## src/rtl/video_pkg.sv

```systemverilog
// rtl/video_pkg.sv - shared types and defaults for the video fill arbiter
package video_pkg;

    localparam int ADDR_WIDTH_DEF = 15;
    localparam int DIM_WIDTH_DEF  = 8;

    typedef enum logic [1:0] {
        IDLE = 2'd0,
        FILL = 2'd1,
        DONE = 2'd2
    } fill_state_e;

    typedef enum logic {
        HOST   = 1'b0,
        ENGINE = 1'b1
    } grant_owner_e;

endpackage

```

## src/rtl/rr_arbiter2.sv

```systemverilog
// rtl/rr_arbiter2.sv - two-requester round-robin arbiter (host vs fill engine)
module rr_arbiter2
    import video_pkg::*;
(
    input  logic clk,
    input  logic rst_n,
    input  logic host_req,
    input  logic engine_req,
    output logic host_gnt,
    output logic engine_gnt
);

    grant_owner_e last_grant;

    // On contention the side that did not win last time gets the port.
    always_comb begin
        host_gnt   = host_req && (!engine_req || (last_grant == ENGINE));
        engine_gnt = engine_req && !host_gnt;
    end

    always_ff @(posedge clk or negedge rst_n) begin
        if (!rst_n) begin
            last_grant <= ENGINE;
        end else if (host_gnt) begin
            last_grant <= HOST;
        end else if (engine_gnt) begin
            last_grant <= ENGINE;
        end
    end

endmodule

```

## src/rtl/video_fill_arbiter.sv

```systemverilog
// rtl/video_fill_arbiter.sv - shares the video memory port between host bus and rectangle-fill engine
module video_fill_arbiter
    import video_pkg::*;
#(
    parameter int ADDR_WIDTH = ADDR_WIDTH_DEF,
    parameter int DIM_WIDTH  = DIM_WIDTH_DEF
) (
    input  logic                  clk,
    input  logic                  rst_n,
    input  logic                  host_req,
    input  logic [3:0]            host_we,
    input  logic [15:0]           host_addr,
    input  logic [31:0]           host_wdata,
    output logic                  host_gnt,
    output logic                  host_rvalid,
    output logic [31:0]           host_rdata,
    input  logic                  cfg_start,
    input  logic [ADDR_WIDTH-1:0] cfg_base,
    input  logic [ADDR_WIDTH-1:0] cfg_stride,
    input  logic [DIM_WIDTH-1:0]  cfg_width,
    input  logic [DIM_WIDTH-1:0]  cfg_height,
    input  logic [31:0]           cfg_color,
    output logic                  busy,
    output logic                  done,
    output logic                  mem_en,
    output logic [3:0]            mem_we,
    output logic [15:0]           mem_addr,
    output logic [31:0]           mem_write,
    input  logic [31:0]           mem_read
);

    localparam logic [1:0] ST_IDLE = IDLE;
    localparam logic [1:0] ST_FILL = FILL;
    localparam logic [1:0] ST_DONE = DONE;

    localparam logic [DIM_WIDTH-1:0] DIM_ONE = 1;

    logic [1:0]            state;
    logic [DIM_WIDTH-1:0]  col;
    logic [DIM_WIDTH-1:0]  row;
    logic [ADDR_WIDTH-1:0] row_addr;
    logic [ADDR_WIDTH-1:0] stride_q;
    logic [DIM_WIDTH-1:0]  width_q;
    logic [DIM_WIDTH-1:0]  height_q;
    logic [31:0]           color_q;

    logic                  engine_req;
    logic                  engine_gnt;
    logic [ADDR_WIDTH-1:0] eng_addr;
    logic                  col_last;
    logic                  row_last;

    assign engine_req = (state == ST_FILL);
    assign busy       = (state == ST_FILL);
    assign done       = (state == ST_DONE);
    assign host_rdata = mem_read;

    // Address arithmetic wraps naturally at ADDR_WIDTH bits.
    assign eng_addr = row_addr + ADDR_WIDTH'(col);
    assign col_last = (col == (width_q - DIM_ONE));
    assign row_last = (row == (height_q - DIM_ONE));

    rr_arbiter2 u_arb (
        .clk        (clk),
        .rst_n      (rst_n),
        .host_req   (host_req),
        .engine_req (engine_req),
        .host_gnt   (host_gnt),
        .engine_gnt (engine_gnt)
    );

    always_comb begin
        mem_en    = 1'b0;
        mem_we    = 4'h0;
        mem_addr  = 16'h0000;
        mem_write = 32'h0000_0000;
        if (host_gnt) begin
            mem_en    = 1'b1;
            mem_we    = host_we;
            mem_addr  = host_addr;
            mem_write = host_wdata;
        end else if (engine_gnt) begin
            mem_en    = 1'b1;
            mem_we    = 4'hF;
            mem_addr  = {{(16-ADDR_WIDTH){1'b0}}, eng_addr};
            mem_write = color_q;
        end
    end

    always_ff @(posedge clk or negedge rst_n) begin
        if (!rst_n) begin
            host_rvalid <= 1'b0;
        end else begin
            host_rvalid <= host_gnt && (host_we == 4'h0);
        end
    end

    always_ff @(posedge clk or negedge rst_n) begin
        if (!rst_n) begin
            state    <= ST_IDLE;
            col      <= '0;
            row      <= '0;
            row_addr <= '0;
            stride_q <= '0;
            width_q  <= '0;
            height_q <= '0;
            color_q  <= '0;
        end else begin
            case (state)
                ST_IDLE: begin
                    if (cfg_start) begin
                        stride_q <= cfg_stride;
                        width_q  <= cfg_width;
                        height_q <= cfg_height;
                        color_q  <= cfg_color;
                        col      <= '0;
                        row      <= '0;
                        row_addr <= cfg_base;
                        if ((cfg_width == '0) || (cfg_height == '0)) begin
                            state <= ST_DONE;
                        end else begin
                            state <= ST_FILL;
                        end
                    end
                end
                ST_FILL: begin
                    // Counters only move when the engine actually owned the port.
                    if (engine_gnt) begin
                        if (col_last) begin
                            col      <= '0;
                            row      <= row + DIM_ONE;
                            row_addr <= row_addr + stride_q;
                            if (row_last) begin
                                state <= ST_DONE;
                            end
                        end else begin
                            col <= col + DIM_ONE;
                        end
                    end
                end
                ST_DONE: begin
                    state <= ST_IDLE;
                end
                default: begin
                    state <= ST_IDLE;
                end
            endcase
        end
    end

endmodule

```

## config.mk

```make
export PLATFORM = sky130hd
export DESIGN_NAME = video_fill_arbiter
export DESIGN_NICKNAME = d
export VERILOG_FILES = /design/src/rtl/video_pkg.sv /design/src/rtl/rr_arbiter2.sv /design/src/rtl/video_fill_arbiter.sv
export SDC_FILE = /design/constraint.sdc
export NUM_CORES = 1
export LEC_CHECK = 0
export CAP_MARGIN = 30
export CORE_UTILIZATION = 36
export DETAILED_ROUTE_END_ITERATION = 6
export GPL_TIMING_DRIVEN = 0
export PLACE_DENSITY = 0.65
export RECOVER_POWER = 25
export SYNTH_ARGS = -nofsm -noshare
export SYNTH_HDL_FRONTEND = slang
export SYNTH_HIERARCHICAL = 1
export SYNTH_SLANG_ARGS = --single-unit
```

## constraint.sdc

```tcl
create_clock -name clk -period 4.4 [get_ports clk]
set_clock_uncertainty 0.1 [all_clocks]
set_input_delay 0.88 -clock clk [delete_from_list [all_inputs] [get_ports clk]]
set_output_delay 0.88 -clock clk [all_outputs]
set_load 0.1 [all_outputs]
```

---- Yosys cells after proc, flatten, opt, wreduce, memory -nomap -nowiden ----
Index checks and enable logic that the tools add are counted.
storage, ports and cells
  flip-flop bits (word level) ............. 98
  bits in latches ......................... 0
  bits in writable memories ............... 0
  ROM bits ................................ 0
  bits of input ports ..................... 166
  output and inout bits ................... 89
  logic and storage cells ................. 68
  memories kept ........................... 0
operators by class
  add/sub/neg operators ................... 6
  multipliers ............................. 0
  div/mod/pow operators ................... 0
  $lt $le $gt $ge ......................... 0
  equal/unequal tests ..................... 8
  shift operators ......................... 0
  multiplexer cells ....................... 27
  bitwise logic cells ..................... 0
  reductions and logical operators ........ 17
operators by type and width
  cell                                                                 count
  32-bit two-way mux                                                   2
  15-bit two-way mux                                                   4
  8-bit two-way mux                                                    5
  8-bit one-hot mux with 2 select lines                                2
  15-bit one-hot mux with 2 select lines                               1
  8-bit by 1-bit adder with 8-bit output (second input constant)       2
  8-bit == test                                                        2
  8-bit zero test                                                      2
  16-bit two-way mux                                                   1
  8-bit by 1-bit subtractor with 8-bit output (second input constant)  2
  15-bit adder                                                         1
  15-bit by 8-bit adder with 15-bit output                             1
  2-bit two-way mux                                                    5
  4-bit two-way mux                                                    2
  2-bit inequality test (second input constant)                        4
  4-bit AND reduction                                                  2
  4-bit zero test                                                      1
  1-bit two-way mux                                                    4
  2-bit one-hot mux with 2 select lines                                1
  2-bit nonzero test                                                   2
  1-bit logical AND                                                    3
  3-bit AND reduction                                                  1
  2-bit by 1-bit == test with 1-bit output (second input constant)     1
  2-bit == test (second input constant)                                1
  other kinds (4)                                                      6

---- Longest topological paths before layout ----
  depth after elaboration ................. 8
  depth in mapped cells ................... 13
  depth with buffers taken out ............ 10

---- Hierarchy ----
Netlist, hierarchy kept.
modules (own cells, without submodules)
  module              times used  cells each  area an instance (um^2)
  video_fill_arbiter  1           780         6396.1
  rr_arbiter2         1           6           53.8

---- Least setup slack after synthesis ----
Ideal clock, no wire load.
  path kind ............................... register to output
  start point ............................. register state[1]
  end point ............................... output port mem_addr[10]
  data arrival time ....................... 6.067 ns
  slack ................................... -2.647 ns
  cell stages (with the launch flop) ...... 10
  buffers on the path ..................... 4
  cells stage by stage .................... dfrtp_1 clkbuf_1 nand2b_1 clkbuf_1 inv_1 buf_1 a21boi_1 nand2b_1 clkbuf_1 o21ai_0
between the ends
  word-level cells in the longest chain between the ends .. 8
ends and longest elaborated chain
  element                                     RTL line                   RTL
  start, declared                             video_fill_arbiter.sv:38   logic [1:0] state;
  start signal, assigned                      video_fill_arbiter.sv:100  state <= ST_IDLE;
  start signal, assigned                      video_fill_arbiter.sv:120  state <= ST_DONE;
  start signal, assigned                      video_fill_arbiter.sv:122  state <= ST_FILL;
  2-bit by 1-bit == test with 1-bit output *  n/a
  named net busy                              video_fill_arbiter.sv:23   output logic busy,
  1-bit zero test *                           rr_arbiter2.sv:17          host_gnt = host_req && (!engine_req || (last_grant == ENGINE));
  1-bit logical OR *                          rr_arbiter2.sv:17
  1-bit logical AND *                         rr_arbiter2.sv:17
  named net host_gnt                          video_fill_arbiter.sv:14   output logic host_gnt,
  1-bit zero test                             rr_arbiter2.sv:18          engine_gnt = engine_req && !host_gnt;
  1-bit logical AND                           rr_arbiter2.sv:18
  15-bit two-way mux                          video_fill_arbiter.sv:82   end else if (engine_gnt) begin
  16-bit two-way mux *                        video_fill_arbiter.sv:77   if (host_gnt) begin
  end, declared                               video_fill_arbiter.sv:27   output logic [15:0] mem_addr,
Mark *: on every way through the listed nets, which the timed path passes. The rest lies on a longest branch.

---- Final worst setup path ----
  start point ............................. register state[1]
  end point ............................... output port mem_write[24]
between the ends
  word-level cells in the longest chain between the ends .. 8
ends and longest elaborated chain
  element                                     RTL line                  RTL
  2-bit by 1-bit == test with 1-bit output *  video_fill_arbiter.sv:53  assign engine_req = (state == ST_FILL);
  1-bit zero test                             rr_arbiter2.sv:17
  1-bit logical OR                            rr_arbiter2.sv:17
  1-bit logical AND                           rr_arbiter2.sv:17
  1-bit zero test                             rr_arbiter2.sv:18
  1-bit logical AND *                         rr_arbiter2.sv:18
  named net engine_gnt                        video_fill_arbiter.sv:48  logic engine_gnt;
  32-bit two-way mux *                        video_fill_arbiter.sv:82
  32-bit two-way mux *                        video_fill_arbiter.sv:77
  end, declared                               video_fill_arbiter.sv:28  output logic [31:0] mem_write,
Marked as above.

==> flow_summary.toml <==
[sta]
slew_headroom = -0.473
rsz0062_at_grt = "false"
fin_crit_sh = 0.949
setup_viol = 0
hold_viol_final = 0
worst_slack_ns = 0.223
post-route-min-period_ns = 4.18
fmax_ghz = 0.239
holdWs_ns = 0.379
slew_violations = 42
tightest_slew_ns = 2.21

[route]
drt-pass1-iter-count = 4
vias_per_cell = 5.02
wl_per_cell_microns = 15.9
dr_wl_met2_mm = 9.43
drt_wl_total_mm = 19.8
first_iter_violations = 260
vias = 6269
drt-met1-wl_mm = 8.77
drc = 0
dr.max_layer_used = "met4"
wl_met3_mm = 1.41
ant_nets = 0

[final_layout]
antenna_cells = 0
drive_gt1_frac = 0.177
final_net_count = 1214
syn2layout_area_growth_pct = 44.8
n_fill_cell = 1706
instances_no_fill = 1250

[synthesis]
synth_top_area_cell = "dfrtp_1"
ys_dominant_reg_cell = "dfrtp_1"
synth_cell_types = 64
synth_area_per_cell_sq_um = 8.21
ys_seq_elements = 98
ys_top_cells_by_area = "dfrtp_1 (38%), nand2_1 (14%), ha_1 (5.0%)"
synth-edff-count = 0
syn_nets = 980
synth.yosys.warnings = 6
yosysTopAreaCellShare = 0.376
netlist_area_sq_um = 6450
syn_inst = 786
ys_seq_area_frac = 0.380
async_flop_share = 1.00

[clocking]
cts_made_buffers = 9
cts_root_buf = "clkbuf_16"
cts_num_sinks = 98
ctsHoldBuffers = 0
clk_pin_slew_ns = 0.07
clk_path_buf_depth = 2
cts_htree_levels = 3
cts_tree = "built"
insertion_delay_ns = 0.34

[run_status]
outcome = "finished, violations left"
violations = "max-capacitance violations, max-slew violations"

[critical_path]
critical_path_arrival_ns = 3.20
startpoint_type = "register"
crit_required_ns = 3.42
reg2regPathDepth = 11
crit_path_max_fanout = 13
setup.worst_path.class = "reg -> out"
crit_path_end_kind = "output pin"

[global_route]
grt_antenna_before_repair = 0
grt_pass1_wl_mm = 31.1
grt_max_degree = 59
grt-ovfl-total = 0
grt_pass1_vias = 6060
grtUsageTotal = 0.217

[min_path]
min_path_type = "reg -> reg"
hold_depth = 2

[floorplan]
die_y_microns = 136
rows = 48
ioPinCount = 255
die_area_sq_um = 18500
die_w_microns = 136
start_util = 0.370
core_sq_um = 17400

[power]
vdd_drop_max_mv = 0.716
p_clk_frac = 0.088
combPwrFrac = 0.710
p_switching_w = 0.00481
p_per_area_nw_per_um2 = 891
p_leak_nw = 4.35
intPower_w = 0.00351
pwr-share-seq = 0.201
swShare = 0.578

[place]
dp_hpwl_mm = 15.4
dp_slack_ns = -1.34
gp_congestion = 0.851
dp_cells = 1235
port_buffers = 222

[flow_run]
drv_cap = 1
per-layer routing:
layer	GRT usage	vias up
met2	0.368	190
met4	0.0617	0
met5	0	-
met1	0.276	2907
met3	0.0485	15
li1	-	3157
layout make-up:
cell class              count  area, sq um  area share
clock buffers              14          254      0.0272
repair buffers            224         2110       0.226
clock inverters             2         12.5     0.00134
plain buffers              70          427      0.0457
flip-flops and latches     98         2450       0.263
well taps                 225          282      0.0302
inverters                  13         48.8     0.00523
multi-input cells         604         3750       0.401
metrics by stage:
stage | setup TNS (ns) | total power [W] | cell area [sq um] | utilization
final | 0 | 0.00832 | 9340 | 0.536
after global routing | 0 | 0.00886 | 9340 | 0.536
after CTS | 0 | 0.00835 | 9350 | 0.537
after detailed placement | -58.92 | 0.00766 | 9200 | 0.528
after global placement | -207.07 | 0.00756 | 9150 | 0.525
after floorplan | 0 | 0.00624 | 6640 | -
worst max-delay path, cell delays in order (launching register included):
cell and delay, ns:
dfrtp_1 0.36, clkbuf_1 0.18, nand2b_2 0.30, inv_1 0.19
buf_4 0.29, a21boi_4 0.34, nor2b_1 0.16, clkbuf_2 0.25
clkbuf_2 0.28, a22o_2 0.19, buf_4 0.29
kinds of logic after synthesis:
logic type | Yosys count | share of synthesized area
buf+inv | 84 | 0.0712
fa+ha+maj | 28 | 0.0566
flops | 98 | 0.380
compound gates | 172 | 0.187
simple gates | 353 | 0.234
xor+xnor | 43 | 0.0584
mux | 8 | 0.0126
placed cells by master, fill, tap and decap left out, types with 6 or more instances in the layout:
cell type | synthesis | layout
a211oi_1 | 13 | 13
a21o_1 | 10 | 10
a21oi_1 | 24 | 24
a22o_2 | 0 | 30
and3_1 | 6 | 6
buf_2 | 1 | 7
buf_4 | 34 | 79
clkbuf_1 | 33 | 26
clkbuf_16 | 0 | 9
clkbuf_2 | 0 | 10
clkdlybuf4s50_1 | 0 | 169
dfrtp_1 | 97 | 97
ha_1 | 26 | 26
inv_1 | 13 | 13
mux2i_1 | 7 | 7
nand2_1 | 241 | 237
nand3_1 | 18 | 18
nor2_1 | 32 | 32
nor2b_1 | 9 | 8
nor3_1 | 10 | 10
nor4_1 | 7 | 7
o211ai_1 | 6 | 6
o21a_1 | 7 | 7
o21ai_0 | 36 | 22
o21ai_1 | 10 | 11
o21ai_2 | 1 | 8
o21ai_4 | 0 | 6
or3_1 | 6 | 6
xnor2_1 | 22 | 22
xor2_1 | 21 | 21
path summary, 6_finish.rpt:
path / endpoint / slack, ns / start
setup / recovery: mem_write[24] / 0.22 / state[1]
hold / removal: color_q[0] / 0.38 / color_q[0]
setup reg to reg: row_addr[12] / 1.17 / state[1]
hold reg to reg: color_q[0] / 0.38 / color_q[0]
max in group asynchronous: row_addr[13] / 0.76 / rst_n
min in group asynchronous: color_q[26] / 1.08 / rst_n
flip-flops by register name, indices dropped and copies added (netlist names):
name / count
u_arb/last_grant: 1
host_rvalid: 1
height_q: 8
row: 8
state: 2
color_q: 32
width_q: 8
col: 8
row_addr: 15
stride_q: 15
timing repair:
item,CTS,global route
setup endpoints to repair,53,49
buffers inserted,0,0
resized for setup,314,10
hold endpoints to repair,0,0
power groups by stage:
stage / combinational (W) / clock (W) / sequential [W]
detailed placement: 0.00599 / 0 / 0.00167
finish: 0.00591 / 0.000736 / 0.00167
CTS: 0.00593 / 0.000762 / 0.00167
global route: 0.00635 / 0.000788 / 0.00172
global placement: 0.00589 / 0 / 0.00167
floorplan: 0.00469 / 0 / 0.00155
synthesized netlist by cell type, types with 2 or more instances:
| cell type | instances |
|---|---|
| nand2_1 | 241 |
| dfrtp_1 | 97 |
| o21ai_0 | 36 |
| buf_4 | 34 |
| clkbuf_1 | 33 |
| a22o_1 | 32 |
| nor2_1 | 32 |
| ha_1 | 26 |
| a21oi_1 | 24 |
| xnor2_1 | 22 |
| xor2_1 | 21 |
| nand3_1 | 18 |
| a211oi_1 | 13 |
| inv_1 | 13 |
| a21o_1 | 10 |
| nor3_1 | 10 |
| o21ai_1 | 10 |
| nor2b_1 | 9 |
| mux2i_1 | 7 |
| nor4_1 | 7 |
| o21a_1 | 7 |
| and3_1 | 6 |
| nand2b_1 | 6 |
| o211ai_1 | 6 |
| or3_1 | 6 |
| nand4_1 | 4 |
| a31oi_1 | 3 |
| and2_1 | 3 |
| o31ai_1 | 3 |
| a2111oi_0 | 2 |
| a21boi_0 | 2 |
| a21oi_2 | 2 |
| and3b_1 | 2 |
| buf_6 | 2 |
| fa_1 | 2 |
| nand3b_1 | 2 |
| o2111ai_1 | 2 |
| o21bai_1 | 2 |
| o31a_1 | 2 |
| or2_2 | 2 |
| or4_1 | 2 |
(Power assumes the default switching activity.)
